$ cat src/rtl/clock_set_ctrl.sv
// Time-setting controller: debounced MODE/INC buttons walk RUN -> SET_H -> SET_M -> COMMIT.
// Latency: raw button edge to acted press is 2 + DEBOUNCE_CYCLES clocks; all outputs registered.
// Backpressure: none; presses that arrive where they have no meaning are dropped.

// Button conditioner: 2-flop synchronizer, stability counter, rising-edge press pulse.
// Latency: press asserts in the cycle before the filtered level rises (edge t+2+DEBOUNCE_CYCLES).
// Backpressure: none; the press pulse is one cycle wide and never held.
module clock_set_debounce #(
    parameter int DEBOUNCE_CYCLES = 1_000_000
) (
    input  logic clk,
    input  logic reset,
    input  logic btn,
    output logic press
);
    localparam int CNT_W = (DEBOUNCE_CYCLES > 1) ? $clog2(DEBOUNCE_CYCLES) : 1;
    localparam logic [CNT_W-1:0] CNT_LAST = CNT_W'(DEBOUNCE_CYCLES - 1);

    logic             sync_q1;
    logic             sync_q2;
    logic             filt;
    logic             armed;
    logic [1:0]       primed;
    logic [CNT_W-1:0] cnt;

    // Synchronize the raw level, then let the filtered level follow only after a
    // full run of stable differing samples. A button held through reset is not a
    // press: the edge detector arms only once the synced level has been seen low
    // after the synchronizer has refilled with real samples.
    always_ff @(posedge clk) begin
        if (!reset) begin
            sync_q1 <= 1'b0;
            sync_q2 <= 1'b0;
            filt    <= 1'b0;
            armed   <= 1'b0;
            primed  <= 2'b00;
            cnt     <= '0;
        end else begin
            sync_q1 <= btn;
            sync_q2 <= sync_q1;
            primed  <= {primed[0], 1'b1};
            if (primed[1] && !sync_q2) begin
                armed <= 1'b1;
            end
            if (sync_q2 == filt) begin
                cnt <= '0;
            end else if (cnt == CNT_LAST) begin
                filt <= sync_q2;
                cnt  <= '0;
            end else begin
                cnt <= cnt + CNT_W'(1);
            end
        end
    end

    // Pulse in the cycle whose edge flips the filtered level from 0 to 1.
    assign press = armed && sync_q2 && !filt && (cnt == CNT_LAST);

endmodule

// Top: sequences the time-set modes, edits shadow hours/minutes, issues the load pulse.
// Latency: a press is acted on at the same edge the debounced level rises; outputs one register.
// Backpressure: none; COMMIT is a single cycle and the counter must take the load.
module clock_set_ctrl #(
    parameter int DEBOUNCE_CYCLES = 1_000_000,
    parameter int BLINK_HALF      = 25_000_000,
    parameter int TIMEOUT_CYCLES  = 500_000_000
) (
    input  logic       clk,
    input  logic       reset,
    input  logic       btn_mode,
    input  logic       btn_inc,
    input  logic [4:0] cur_hours,
    input  logic [5:0] cur_minutes,
    output logic       run_en,
    output logic       load,
    output logic [4:0] load_hours,
    output logic [5:0] load_minutes,
    output logic       blank_hours,
    output logic       blank_minutes,
    output logic [1:0] mode
);
    localparam int BLINK_W = (BLINK_HALF > 1) ? $clog2(BLINK_HALF) : 1;
    localparam int IDLE_W  = (TIMEOUT_CYCLES > 1) ? $clog2(TIMEOUT_CYCLES) : 1;
    localparam logic [BLINK_W-1:0] BLINK_LAST = BLINK_W'(BLINK_HALF - 1);
    localparam logic [IDLE_W-1:0]  IDLE_LAST  = IDLE_W'(TIMEOUT_CYCLES - 1);

    typedef enum logic [1:0] {
        ST_RUN    = 2'd0,
        ST_SET_H  = 2'd1,
        ST_SET_M  = 2'd2,
        ST_COMMIT = 2'd3
    } state_t;

    state_t               state;
    state_t               state_next;
    logic                 mode_press;
    logic                 inc_press;
    logic                 inc_taken;
    logic                 in_set;
    logic                 entering_set;
    logic                 idle_expired;
    logic [4:0]           hours_next;
    logic [5:0]           minutes_next;
    logic [BLINK_W-1:0]   blink_cnt;
    logic [BLINK_W-1:0]   blink_cnt_next;
    logic                 phase;
    logic                 phase_next;
    logic [IDLE_W-1:0]    idle_cnt;
    logic [IDLE_W-1:0]    idle_next;

    clock_set_debounce #(.DEBOUNCE_CYCLES(DEBOUNCE_CYCLES)) u_mode_db (
        .clk   (clk),
        .reset (reset),
        .btn   (btn_mode),
        .press (mode_press)
    );

    clock_set_debounce #(.DEBOUNCE_CYCLES(DEBOUNCE_CYCLES)) u_inc_db (
        .clk   (clk),
        .reset (reset),
        .btn   (btn_inc),
        .press (inc_press)
    );

    assign idle_expired = (idle_cnt == IDLE_LAST);

    // Next state and shadow time values; MODE outranks INC, and a press outranks timeout.
    always_comb begin
        state_next   = state;
        hours_next   = load_hours;
        minutes_next = load_minutes;
        inc_taken    = 1'b0;
        case (state)
            ST_RUN: begin
                if (mode_press) begin
                    hours_next   = cur_hours;
                    minutes_next = cur_minutes;
                    state_next   = ST_SET_H;
                end
            end
            ST_SET_H: begin
                if (mode_press) begin
                    state_next = ST_SET_M;
                end else if (inc_press) begin
                    inc_taken  = 1'b1;
                    hours_next = (load_hours == 5'd23) ? 5'd0 : load_hours + 5'd1;
                end else if (idle_expired) begin
                    state_next = ST_RUN;
                end
            end
            ST_SET_M: begin
                if (mode_press) begin
                    state_next = ST_COMMIT;
                end else if (inc_press) begin
                    inc_taken    = 1'b1;
                    minutes_next = (load_minutes == 6'd59) ? 6'd0 : load_minutes + 6'd1;
                end else if (idle_expired) begin
                    state_next = ST_RUN;
                end
            end
            ST_COMMIT: begin
                state_next = ST_RUN;
            end
            default: begin
                state_next = ST_RUN;
            end
        endcase
    end

    // Blink phase and idle timer; both restart whenever the user touches the field.
    always_comb begin
        in_set         = (state == ST_SET_H) || (state == ST_SET_M);
        entering_set   = (state_next != state) &&
                         ((state_next == ST_SET_H) || (state_next == ST_SET_M));
        blink_cnt_next = blink_cnt;
        phase_next     = phase;
        idle_next      = '0;
        if (entering_set || inc_taken) begin
            blink_cnt_next = '0;
            phase_next     = 1'b0;
        end else if (in_set) begin
            if (blink_cnt == BLINK_LAST) begin
                blink_cnt_next = '0;
                phase_next     = ~phase;
            end else begin
                blink_cnt_next = blink_cnt + BLINK_W'(1);
            end
        end
        if (in_set && (state_next == state) && !mode_press && !inc_press) begin
            idle_next = idle_cnt + IDLE_W'(1);
        end
    end

    // State register, counters, and registered outputs derived from the next state.
    always_ff @(posedge clk) begin
        if (!reset) begin
            state         <= ST_RUN;
            blink_cnt     <= '0;
            phase         <= 1'b0;
            idle_cnt      <= '0;
            mode          <= 2'd0;
            run_en        <= 1'b1;
            load          <= 1'b0;
            load_hours    <= 5'd0;
            load_minutes  <= 6'd0;
            blank_hours   <= 1'b0;
            blank_minutes <= 1'b0;
        end else begin
            state         <= state_next;
            blink_cnt     <= blink_cnt_next;
            phase         <= phase_next;
            idle_cnt      <= idle_next;
            mode          <= state_next;
            run_en        <= (state_next == ST_RUN);
            load          <= (state_next == ST_COMMIT);
            load_hours    <= hours_next;
            load_minutes  <= minutes_next;
            blank_hours   <= (state_next == ST_SET_H) && phase_next;
            blank_minutes <= (state_next == ST_SET_M) && phase_next;
        end
    end

endmodule

$ cat config.mk
export PLATFORM = sky130hd
export DESIGN_NAME = clock_set_ctrl
export DESIGN_NICKNAME = d
export VERILOG_FILES = /design/src/rtl/clock_set_ctrl.sv
export SDC_FILE = /design/constraint.sdc
export NUM_CORES = 1
export LEC_CHECK = 0
export CORE_ASPECT_RATIO = 1.1
export CORE_MARGIN = 2
export CORE_UTILIZATION = 36
export CTS_CLUSTER_SIZE = 8
export DETAILED_ROUTE_END_ITERATION = 10
export SYNTH_ARGS = -nofsm -noshare
export SYNTH_HDL_FRONTEND = slang
export SYNTH_SLANG_ARGS = --single-unit
$ cat constraint.sdc
create_clock -name clk -period 4.1 [get_ports clk]
set_input_delay 0.41 -clock clk [delete_from_list [all_inputs] [get_ports clk]]
set_output_delay 0.41 -clock clk [all_outputs]
set_load 0.02 [all_outputs]
### Yosys cells after proc, flatten, opt, wreduce, memory -nomap -nowiden

Index checks and enable logic that the tools add are counted.

* add/subtract/negate cells: 6
* equal/unequal tests: 21
* muxes and demuxes: 25
* bitwise gates (word level): 4
* reductions and logical operators: 36

Operator list (count)
* $add A20 B1 Y20 const B: 2
* $eq A20 B20 Y1 const B: 2
* $add A29 B1 Y29 const B: 1
* $eq A29 B29 Y1 const B: 1
* $add A25 B1 Y25 const B: 1
* $eq A25 B25 Y1 const B: 1
* $mux W25: 1
* $mux W6: 4
* $mux W5: 4
* $logic_and A1 B1 Y1: 14
* $pmux W6 S2: 1
* $mux W2: 5
* $ne A2 B2 Y1 const B: 5
* $pmux W5 S2: 1
* $eq A2 B2 Y1 const B: 4
* $mux W1: 8
* $pmux W2 S4: 1
* $reduce_and A4 Y1: 2
* $add A6 B1 Y6 const B: 1
* $eq A6 B6 Y1 const B: 1
* $logic_not A1 Y1: 6
* $reduce_and A2 Y1: 3
* $reduce_or A3 Y1: 2
* $add A5 B1 Y5 const B: 1
* 10 further kinds: 20

* register bits: 124
* bits of input ports: 15
* output and inout bits: 17
* word-level logic and storage cells: 116

### Longest topological paths before layout

* word-level depth: 12
* gate-level depth with buffers: 13
* depth with buffers taken out: 10

### Modules after synthesis

A second synthesis with hierarchy kept.

* cells, all modules: 684
* area, all modules: 6045.8 µm²

Modules (own cells, without submodules)
* clock_set_ctrl: instances 1, cells each 428, area an instance 3711.1 µm², seq. area each 1441.4 µm²
* clock_set_debounce: instances 2, cells each 128, area an instance 1167.4 µm², seq. area each 520.5 µm²

### Worst setup path before layout

OpenSTA, ideal clock, no wires.

* path kind: reg-to-reg
* start point: register idle_cnt[9]
* end point: register blink_cnt[0]
* arrival time: 2.973 ns
* setup slack: 1.015 ns
* stages on the path, launching flop included: 11
* buffers on the path: 1
* period minus slack after synthesis: 3.085 ns
* cell sequence: dfxtp_1 or4b_1 or4_1 a311oi_2 a32oi_1 o21ai_0 inv_1 ha_1 a31oi_4 buf_6 nor2_1

* longest elaborated chain between the ends: 10
* elaborated cells between the ends (all ways): 13
* classes of those cells: eq/ne (4); mux (5); reduce/logical (4)

RTL lines
* start, declared: RTL line 109 `logic [IDLE_W-1:0] idle_cnt;`
* start signal, assigned: RTL line 213 `idle_cnt <= idle_next;`
* $eq A29 B29 Y1 *: RTL line 126 `assign idle_expired = (idle_cnt == IDLE_LAST);`
* $mux W2 *: RTL line 148, 158
* $mux W2 *: RTL line 145 `end else if (inc_press) begin`
* $mux W2, on equally long branches: RTL line 153, 143
* $pmux W2 S4 *: RTL line 134 `case (state)`
* named net state_next[1]: RTL line 96 `state_t state_next;`
* $eq A2 B1 Y1 or $eq A2 B2 Y1 (tied branches): RTL line 175 `((state_next == ST_SET_H) || (state_next == ST_SET_M));`
* $logic_or A1 B1 Y1: RTL line 175
* $logic_and A1 B1 Y1 *: RTL line 174 `entering_set = (state_next != state) &&`
* $logic_or A1 B1 Y1 *: RTL line 179 `if (entering_set || inc_taken) begin`
* $reduce_or A2 Y1 (no source line) *
* end signal, assigned: RTL line 211 `blink_cnt <= blink_cnt_next;`
* end, declared: RTL line 105 `logic [BLINK_W-1:0] blink_cnt;`

Mark *: on every way through the listed nets, which the timed path passes. The rest lies on a longest branch.
A chain may end at the register's enable or synchronous reset.

### Worst setup path in the final report

* start point: register idle_cnt[9]
* end point: register blank_hours

* longest elaborated chain between the ends: 11
* elaborated cells between the ends (all ways): 14
* classes of those cells: eq/ne (4); mux (6); reduce/logical (4)

RTL lines
* $eq A29 B29 Y1 *: RTL line 126
* $mux W2 *: RTL line 148, 158
* $mux W2 *: RTL line 145
* $mux W2, on equally long branches: RTL line 153, 143
* $pmux W2 S4 *: RTL line 134
* named net state_next[1]: RTL line 96
* $eq A2 B1 Y1 or $eq A2 B2 Y1 (tied branches): RTL line 175, 219
* $logic_or A1 B1 Y1: RTL line 175
* $logic_and A1 B1 Y1: RTL line 174
* $logic_or A1 B1 Y1: RTL line 179
* $mux W1: RTL line 179
* $logic_and A1 B1 Y1 *: RTL line 219 `blank_hours <= (state_next == ST_SET_H) && phase_next;`
* end signal, assigned: RTL line 219
* end, declared: RTL line 79 `output logic blank_hours,`

Marked as above.

==> results.tsv <==
stage	metric	value	unit
run_status	status	finished clean	
worst_setup_path	Reg-to-Reg Start	idle_cnt[9]	
finish	most common cell after layout, fill and taps aside	nor2_1	
worst_setup_path	crit path max-delay cell type	or4_1	
clock_network	Post-CTS Setup Bufs	0	
grt	GR Util met1	21.07	%
die	die width	126.2	um
finish	post-route cell area	7027	um^2
timing	clk_skew	0.007151	ns
detailed_routing	via count	4931	
placed_design	IO buf count	31	
clock_network	CTS tree	done	
worst_hold_path	worst min-delay path class	reg2reg	
detailed_routing	Detail Route Antenna Nets	0	
yosys	distinct cell type count after synthesis	61	
finish	fillers	1613	
die	starting density of the core	36.41	%
clock_network	Clock Sinks	122	
yosys	synthesized cell area	5916	um^2
timing	Worst-Margin Slew	1.080	ns
worst_setup_path	CP arrival	3.78	ns
power	Cell Pwr Density	397.6	nW/um^2
clock_network	Root Buffer	clkbuf_16	
grt	gr busiest metal	met2	
grt	initial antenna violation count	0	
die	die area	17480	um^2
timing	post-route minimum period	3.490	ns
worst_setup_path	worst stage delay on the critical path	0.57	ns
finish	register area	2442	um^2
power	Sw Share	19.21	%
timing	Relative slew margins	27.48	%
grt	total global-route track usage	15.97	%
timing	Post-Route Setup TNS	0	ns
placed_design	placed cell area	6401	um^2
yosys	Synth Instances	711	
timing	Final WS setup	0.6095	ns
placed_design	gpl congestion	0.7932	
worst_hold_path	Hold Path Stages	1	
grt	total grt overflow	0	
worst_setup_path	CP Launch Type	register	
timing	Final Max Tran Viols	0	
grt	met3 Resource Use GR	4.180	%
worst_setup_path	reg-to-reg endpoint	blank_hours	
worst_setup_path	crit path capture type	register	
grt	vias in the first global route	4631	
worst_setup_path	CP Max Fanout	28	
flow_run	Max Cap Violations	0	
detailed_routing	Vias/cell	5.153	
yosys	Ys Warns	0	
worst_setup_path	CP required	4.39	ns
power	Int Power	0.002257	W
clock_network	Reg clk slew, reported paths	0.05	ns
power	Reg power frac	42.7	%
die	core area	16250	um^2
detailed_routing	DRC viols	0	
timing	Final Hold Vio Count	0	
detailed_routing	DRT iter0 DRCs	357	
yosys	post-synth net total	739	
power	leakage power total	2.408	nW
detailed_routing	Pre-Repair DR Iteration Count	5	
clock_network	clk_lat worst skew	0.42	ns
worst_setup_path	R2R Setup Slk	0.61	ns
finish	Final Util	43.25	%
die	Rows	49	
power	Max rail drop VDD	0.2939	mV
timing	worst hold margin	0.4296	ns
finish	antenna cells	0	
grt	global routing usage on met2	24.99	%
finish	multi-input logic area	3269	um^2
yosys	Mean Syn Cell Area	8.320	um^2
timing	RSZ-0062 raised after global routing	false	
worst_setup_path	cell chain of the critical path	or4b_1 -> or4_1 -> a311oi_2 -> a32oi_1 -> o21ai_0 -> inv_1 -> ha_1 -> a31oi_4 -> buf_4 -> nor3_1	
clock_network	H-tree Lvls	4	
clock_network	cts repair resizes	0	
finish	layout cell share with drive strength beyond 1	5.843	%
clock_network	CTS Hold Buffers Added	0	
worst_hold_path	hold_sp	u_inc_db.sync_q1	
placed_design	Post-DP HPWL	9182	um
timing	final setup violation count	0	
worst_setup_path	FF-to-FF path depth	10	
finish	commonest cells after routing, fill and taps aside	127 x nor2_1, 122 x dfxtp_1, 72 x nand3_1, 49 x nand2_1, 46 x xnor2_1	
yosys	register bit total from synthesis	122	
finish	Area growth syn-to-layout	18.78	%
timing	period utilization	85.13	%
die	DIE HEIGHT	138.4	um
clock_network	CTS Buf Count	17	
grt	largest net degree at the start of global routing	45	
worst_setup_path	Crit Path Category	reg2reg	
worst_hold_path	hold endpoint	u_inc_db.sync_q2	
yosys	Synth Flop Type	dfxtp_1	
timing	FMAX	286.5	MHz
finish	Final #Nets	768	
yosys	Async SR Flop Fraction	0	%
yosys	Seq/Total Area, Yosys	41.29	%
grt	first-pass GRT wire length	22800	um
placed_design	Place WS	0.6398	ns
die	I/O pin total	32	
power	clock power share	56.0	%
power	Gate power share	1.3	%
power	Sw Pwr	0.0005367	W
clock_network	Max clock buf depth	2	
detailed_routing	drt total wl	13370	um
yosys	EDFF count, synth	0	
detailed_routing	routed length per instance	13.97	um
-- flip-flops by register name, summed over array words and instances (netlist names), 2 cells and up --
signal and cells:
idle_cnt 29, u_mode_db.cnt 20, u_inc_db.cnt 20, load_minutes 6, state 2, load_hours 5, u_mode_db.primed 2, blink_cnt 25
-- routing by layer --
layer	vias up	share of wire (%)
met4	0	1.5
li1	2529	-
met1	2283	48
met2	104	46
met5	-	0
met3	15	4.4
-- cell families after synthesis --
kind of cell	count (synthesis)	share of synthesized area [%]
compound gates	58	7.022
fa+ha+maj	13	2.750
buf+inv	48	3.447
simple gates	381	32.28
mux	2	0.3384
xor+xnor	87	12.88
flops	122	41.29
-- critical path, delay by kind of cell, from the launching register on --
| kind | cells | cell delay, ns |
|---|---|---|
| and+or+nand+nor | 3 | 1.18 |
| DFF | 1 | 0.36 |
| adders and majority gates | 1 | 0.33 |
| buffers and inverters | 2 | 0.45 |
| AOI/OAI and AO/OA | 4 | 1.04 |
-- metrics by stage --
stage / cells / power [W]
floorplan: 711 / 0.001235
global placement: 925 / 0.001255
detailed placement: 925 / 0.001256
CTS: 957 / 0.002828
global route: 957 / 0.002874
finish: 957 / 0.002794
-- final cells by class --
type	count	area share (%)
inverters	21	1.122
flip-flops and latches	122	34.76
repair buffers	37	5.057
clock inverters	7	1.567
multi-input cells	541	46.53
well taps	204	3.632
clock buffers	25	7.336
-- cells in the mapped netlist, types with 5 or more instances --
cell        n  area (um^2)
nor2_1    127        476.7
dfxtp_1   122         2442
nand3_1    72        360.4
nand2_1    49        183.9
xnor2_1    46        402.9
xor2_1     41        359.1
nand4_1    30        187.7
clkbuf_1   22        82.58
inv_1      21        78.83
and3_1     16        100.1
nor3_1     16        80.08
a21oi_1    15        75.07
and2_1     15        93.84
ha_1       13        162.7
nor4_1     13        81.33
o21ai_0    11        55.05
nor4b_1     7        61.31
nor3b_1     6        45.04
and4_1      5        43.79
nor2b_1     5        31.28
-- power groups by stage --
stage                logic, W  clock network, W  registers [W]
detailed placement  0.0000365                 0        0.00122
floorplan           0.0000169                 0        0.00122
global placement    0.0000363                 0        0.00122
finish              0.0000356           0.00156        0.00119
CTS                 0.0000366           0.00160        0.00119
global route        0.0000393           0.00164        0.00119
-- worst max-delay path by stage --
stage / from / to / slack (ns) / depth (start not counted)
6_report: idle_cnt[9] / blank_hours / 0.61 / 10
5_1_grt: idle_cnt[9] / phase / 0.36 / 10
4_1_cts: idle_cnt[9] / blank_hours / 0.62 / 10
3_5_place_dp: idle_cnt[9] / blank_hours / 0.64 / 10
3_3_place_gp: idle_cnt[9] / blank_minutes / 0.75 / 10
2_1_floorplan: idle_cnt[9] / blink_cnt[0] / 1.01 / 10
Note: power is estimated with default switching activity, not from simulation.
